[config.mk]
export PLATFORM = sky130hd
export DESIGN_NAME = regbank_reader
export DESIGN_NICKNAME = d
export VERILOG_FILES = /design/src/rtl/regbank_reader.sv
export SDC_FILE = /design/constraint.sdc
export NUM_CORES = 1
export LEC_CHECK = 0
export CAP_MARGIN = 20
export CORE_MARGIN = 2
export CORE_UTILIZATION = 30
export CTS_CLUSTER_DIAMETER = 30
export DETAILED_ROUTE_END_ITERATION = 10
export HOLD_SLACK_MARGIN = 0.15
export PLACE_DENSITY = 0.59
export RECOVER_POWER = 25
export SYNTH_ARGS = -nofsm -noshare
export SYNTH_HDL_FRONTEND = slang
export SYNTH_SLANG_ARGS = --single-unit
[constraint.sdc]
create_clock -name clk -period 2.2 [get_ports clk]
set_clock_uncertainty 0.1 [all_clocks]
set_input_delay 0.22 -clock clk [delete_from_list [all_inputs] [get_ports clk]]
set_output_delay 0.22 -clock clk [all_outputs]
set_load 0.005 [all_outputs]
[src/rtl/regbank_reader.sv]
// Snapshot reader for the register bank: captures all registers on start, then streams
// an index range out over a valid/ready interface, one register per accepted beat.
module regbank_reader #(
    parameter int unsigned n     = 16,
    parameter int unsigned NREGS = 8,
    parameter int unsigned IDXW  = 3
) (
    input  logic                 clk,
    input  logic                 resetn,
    input  logic [n*NREGS-1:0]   regs_flat,
    input  logic                 start,
    input  logic [IDXW-1:0]      first_idx,
    input  logic [IDXW-1:0]      last_idx,
    output logic [n-1:0]         out_data,
    output logic [IDXW-1:0]      out_idx,
    output logic                 out_valid,
    input  logic                 out_ready,
    output logic                 out_last,
    output logic                 busy,
    output logic                 done
);

    typedef enum logic [1:0] {StIdle, StSend, StDone} state_e;

    state_e              state_q, state_d;
    logic [IDXW-1:0]     cur_q, cur_d;
    logic [IDXW-1:0]     end_q, end_d;
    logic [n*NREGS-1:0]  snap_q, snap_d;

    always_ff @(posedge clk or negedge resetn) begin
        if (!resetn) begin
            state_q <= StIdle;
            cur_q   <= '0;
            end_q   <= '0;
            snap_q  <= '0;
        end else begin
            state_q <= state_d;
            cur_q   <= cur_d;
            end_q   <= end_d;
            snap_q  <= snap_d;
        end
    end

    // Outputs decode from state_q only, so an async reset clears them immediately.
    always_comb begin
        state_d   = state_q;
        cur_d     = cur_q;
        end_d     = end_q;
        snap_d    = snap_q;
        out_valid = 1'b0;
        out_data  = '0;
        out_idx   = '0;
        out_last  = 1'b0;
        busy      = 1'b0;
        done      = 1'b0;

        unique case (state_q)
            StIdle: begin
                if (start) begin
                    snap_d  = regs_flat;
                    cur_d   = first_idx;
                    end_d   = last_idx;
                    state_d = StSend;
                end
            end
            StSend: begin
                out_valid = 1'b1;
                busy      = 1'b1;
                out_data  = snap_q[cur_q*n +: n];
                out_idx   = cur_q;
                out_last  = (cur_q == end_q);
                if (out_ready) begin
                    if (cur_q == end_q) begin
                        state_d = StDone;
                    end else begin
                        // IDXW bits span exactly NREGS, so the add wraps NREGS-1 -> 0.
                        cur_d = cur_q + IDXW'(1);
                    end
                end
            end
            StDone: begin
                done    = 1'b1;
                state_d = StIdle;
            end
            default: state_d = StIdle;
        endcase
    end

endmodule

==> metrics.txt <==
Max Clk Rate about 0.44 GHz; Cell Area, Synth around 0.0064 mm2; Setup crit start kind register; Via density about 4.7; RePlAce Congestion slightly below 0.8; GR Overflow Total 0; FFs w/ async S/R, synth 1.00; first-pass GRT wire length between 20000 and 30000 um; Synth Net Count approximately 590; Crit Path Class register to primary output; post-synth cell types 33; Initial Util 0.305; FP Rows 53; final hold slack slightly above 0.3 ns; Seq/Total Area, Yosys 0.532; actual slew at the worst max-slew pin roughly 0.9 ns; Seq pwr share 0.324; Reg clk slew, reported paths 0.06 ns; YS warnings 0; failing checks setup timing; Detailed Routing Iterations Pass 1 4; fraction of layout cells with a size suffix above 1 0.285; area delta synth->final 44.8%; hold crit path type input port to register; drc violations 0; Sw Ratio 0.333; Max IR drop VDD between 0.4 and 0.5 mV; Post-Syn Instances 450; Syn Area/Cell ~14 um2; Slew Viols, Final 0; Lkg Pwr around 3.9 nW; CTS tree yes; fin crit period 2.29 ns; Num Clock Sinks approximately 140; Max-Cap Viols 0; core area approximately 0.021 mm2; Comb pwr share 0.467; register bit total from synthesis 136; largest net degree at the start of global routing 74; CP max FO 7; total power draw ~14 mW; die area 0.0225 mm2; most frequent cells in the layout clkdlybuf4s50_1, dfrtp_1, mux2_1; DR vias 4343; GR Util All Layers 0.157; worst reg2reg setup slack roughly 0.26 ns; Critical Path AT roughly 2.0 ns; final setup margin -0.0914 ns; most common cell after layout, fill and taps aside clkdlybuf4s50_1; Root Buffer Master clkbuf_16; H-Tree Level Count 4; Pwr Density about 1500 mW/mm2; Antenna Violating Nets Remaining 0; PortBufs 160; RSZ-0062 raised after global routing true; WL per Instance about 18 um; width of the die between 150 and 200 um; Clk Latency, worst-skew pair 0.41 ns; number of synthesized flops with an enable pin 0; hold violation count in the final report 0; Clock Tree Buf Depth 2; initial antenna violation count 0; Sw Pwr around 4.6 mW; top-level I/O count around 160; nets 780; relative slew slack 0.410; ANT cells 0; Setup-failing EPs final 12; period utilization 1.04; Detailed Route WL 17100 um; Crit path required time around 1.9 ns; endpoint class of the critical path primary output; CTS Buf Count 17; Layout Utilization 0.442; Clk pwr share 0.209; top_reg_cell synth dfrtp_1; internal power around 9.2 mW; Iter 0 DRT Violations 180; vias in the first global route ~4800; status complete, but fails checks; Die Y ~150 um; post-DP HPWL roughly 13000 um
[per-layer routing]
metal	up-vias	wire length (um)	global-route usage
li1	2017	-	-
met4	0	202	0.0434
met1	2183	8240	0.219
met5	-	0	0
met2	124	7680	0.236
met3	19	997	0.0463
[worst paths after layout]
path                                        start                     end  cells past startpoint
setup / recovery             cur_q[1]$_DFFE_PN0P_             out_data[4]                      6
hold / removal                      regs_flat[61]  snap_q[61]$_DFFE_PN0P_                      2
setup reg to reg             cur_q[1]$_DFFE_PN0P_    cur_q[2]$_DFFE_PN0P_                      7
hold reg to reg            snap_q[35]$_DFFE_PN0P_  snap_q[35]$_DFFE_PN0P_                      1
max in group asynchronous                  resetn  snap_q[40]$_DFFE_PN0P_                      3
min in group asynchronous                  resetn  snap_q[81]$_DFFE_PN0P_                      2
[kinds of logic (layout without fill, tap and decap cells)]
family / after synthesis / in the layout / synth area share
flops: 136 / 136 / 0.532
fa+ha+maj: 1 / 1 / 0.00195
simple gates: 21 / 21 / 0.0174
buf+inv: 36 / 238 / 0.0416
compound gates: 55 / 55 / 0.0649
xor+xnor: 4 / 4 / 0.00547
mux: 197 / 197 / 0.337
[worst max-delay path, stage by stage, from the launching register on]
cell and delay [ns]:
dfrtp_4 0.51, buf_6 0.15, buf_12 0.14, mux2i_4 0.19, a22o_1 0.19, a211oi_2 0.20, buf_2 0.16
[state kept, by name, summed over array words and instances (netlist names)]
register / flops
end_q: 3
cur_q: 3
snap_q: 128
state_q: 2
[synthesized netlist by cell type, types with 2 or more instances]
master    count  area [um2]
a211oi_1     11        82.6
a211oi_2      5        62.6
a22o_1       16         140
and2_1        3        18.8
buf_2        11        55.1
buf_4         2        15.0
buf_6        14         158
clkbuf_1      4        15.0
dfrtp_1     136        3400
inv_1         2        7.51
mux2_1       90        1010
mux2_2       58         653
mux2i_1      49         490
nand2_1       5        18.8
nor2_1        5        18.8
nor2b_1       2        12.5
o21ai_0      18        90.1
xnor2_1       4        35.0
[power by group through the flow]
stage | clock [mW] | sequential [mW] | combinational (mW)
after detailed placement | 0 | 4.51 | 6.21
after global placement | 0 | 4.42 | 6.12
after global routing | 3.08 | 4.65 | 6.99
final | 2.89 | 4.49 | 6.47
after floorplan | 0 | 4.25 | 3.82
after CTS | 2.95 | 4.48 | 6.38
[layout make-up]
| class | count | area (um2) |
|---|---|---|
| Clock buffer | 19 | 453 |
| Sequential cell | 136 | 3410 |
| Inverter | 2 | 7.51 |
| Fill cell | 1917 | 11700 |
| Tap cell | 275 | 344 |
| Timing Repair Buffer | 206 | 2030 |
| Multi-Input combinational cell | 278 | 2880 |
| Clock inverter | 11 | 149 |
[per-stage QoR]
stage / cell area, um2 / std cells / setup TNS, ns / setup slack, ns
final: 9270 / 927 / -0.540 / -0.0914
after global routing: 9270 / 927 / -1.74 / -0.162
after CTS: 9220 / 927 / -1.34 / -0.125
after detailed placement: 8500 / 885 / -1.39 / -0.151
after global placement: 8500 / 885 / -0.747 / -0.115
after floorplan: 6400 / 450 / 0 / 0.523
[what timing repair did]
item,4_1_cts,5_1_grt
endpoints found under the hold margin,136,0
resized for setup,102,17
cloned,0,1
pin swaps,15,14
hold buffers,1,0
setup buffers,11,1
setup endpoints to repair,20,18
No activity file was read; power rests on OpenSTA's default activity.
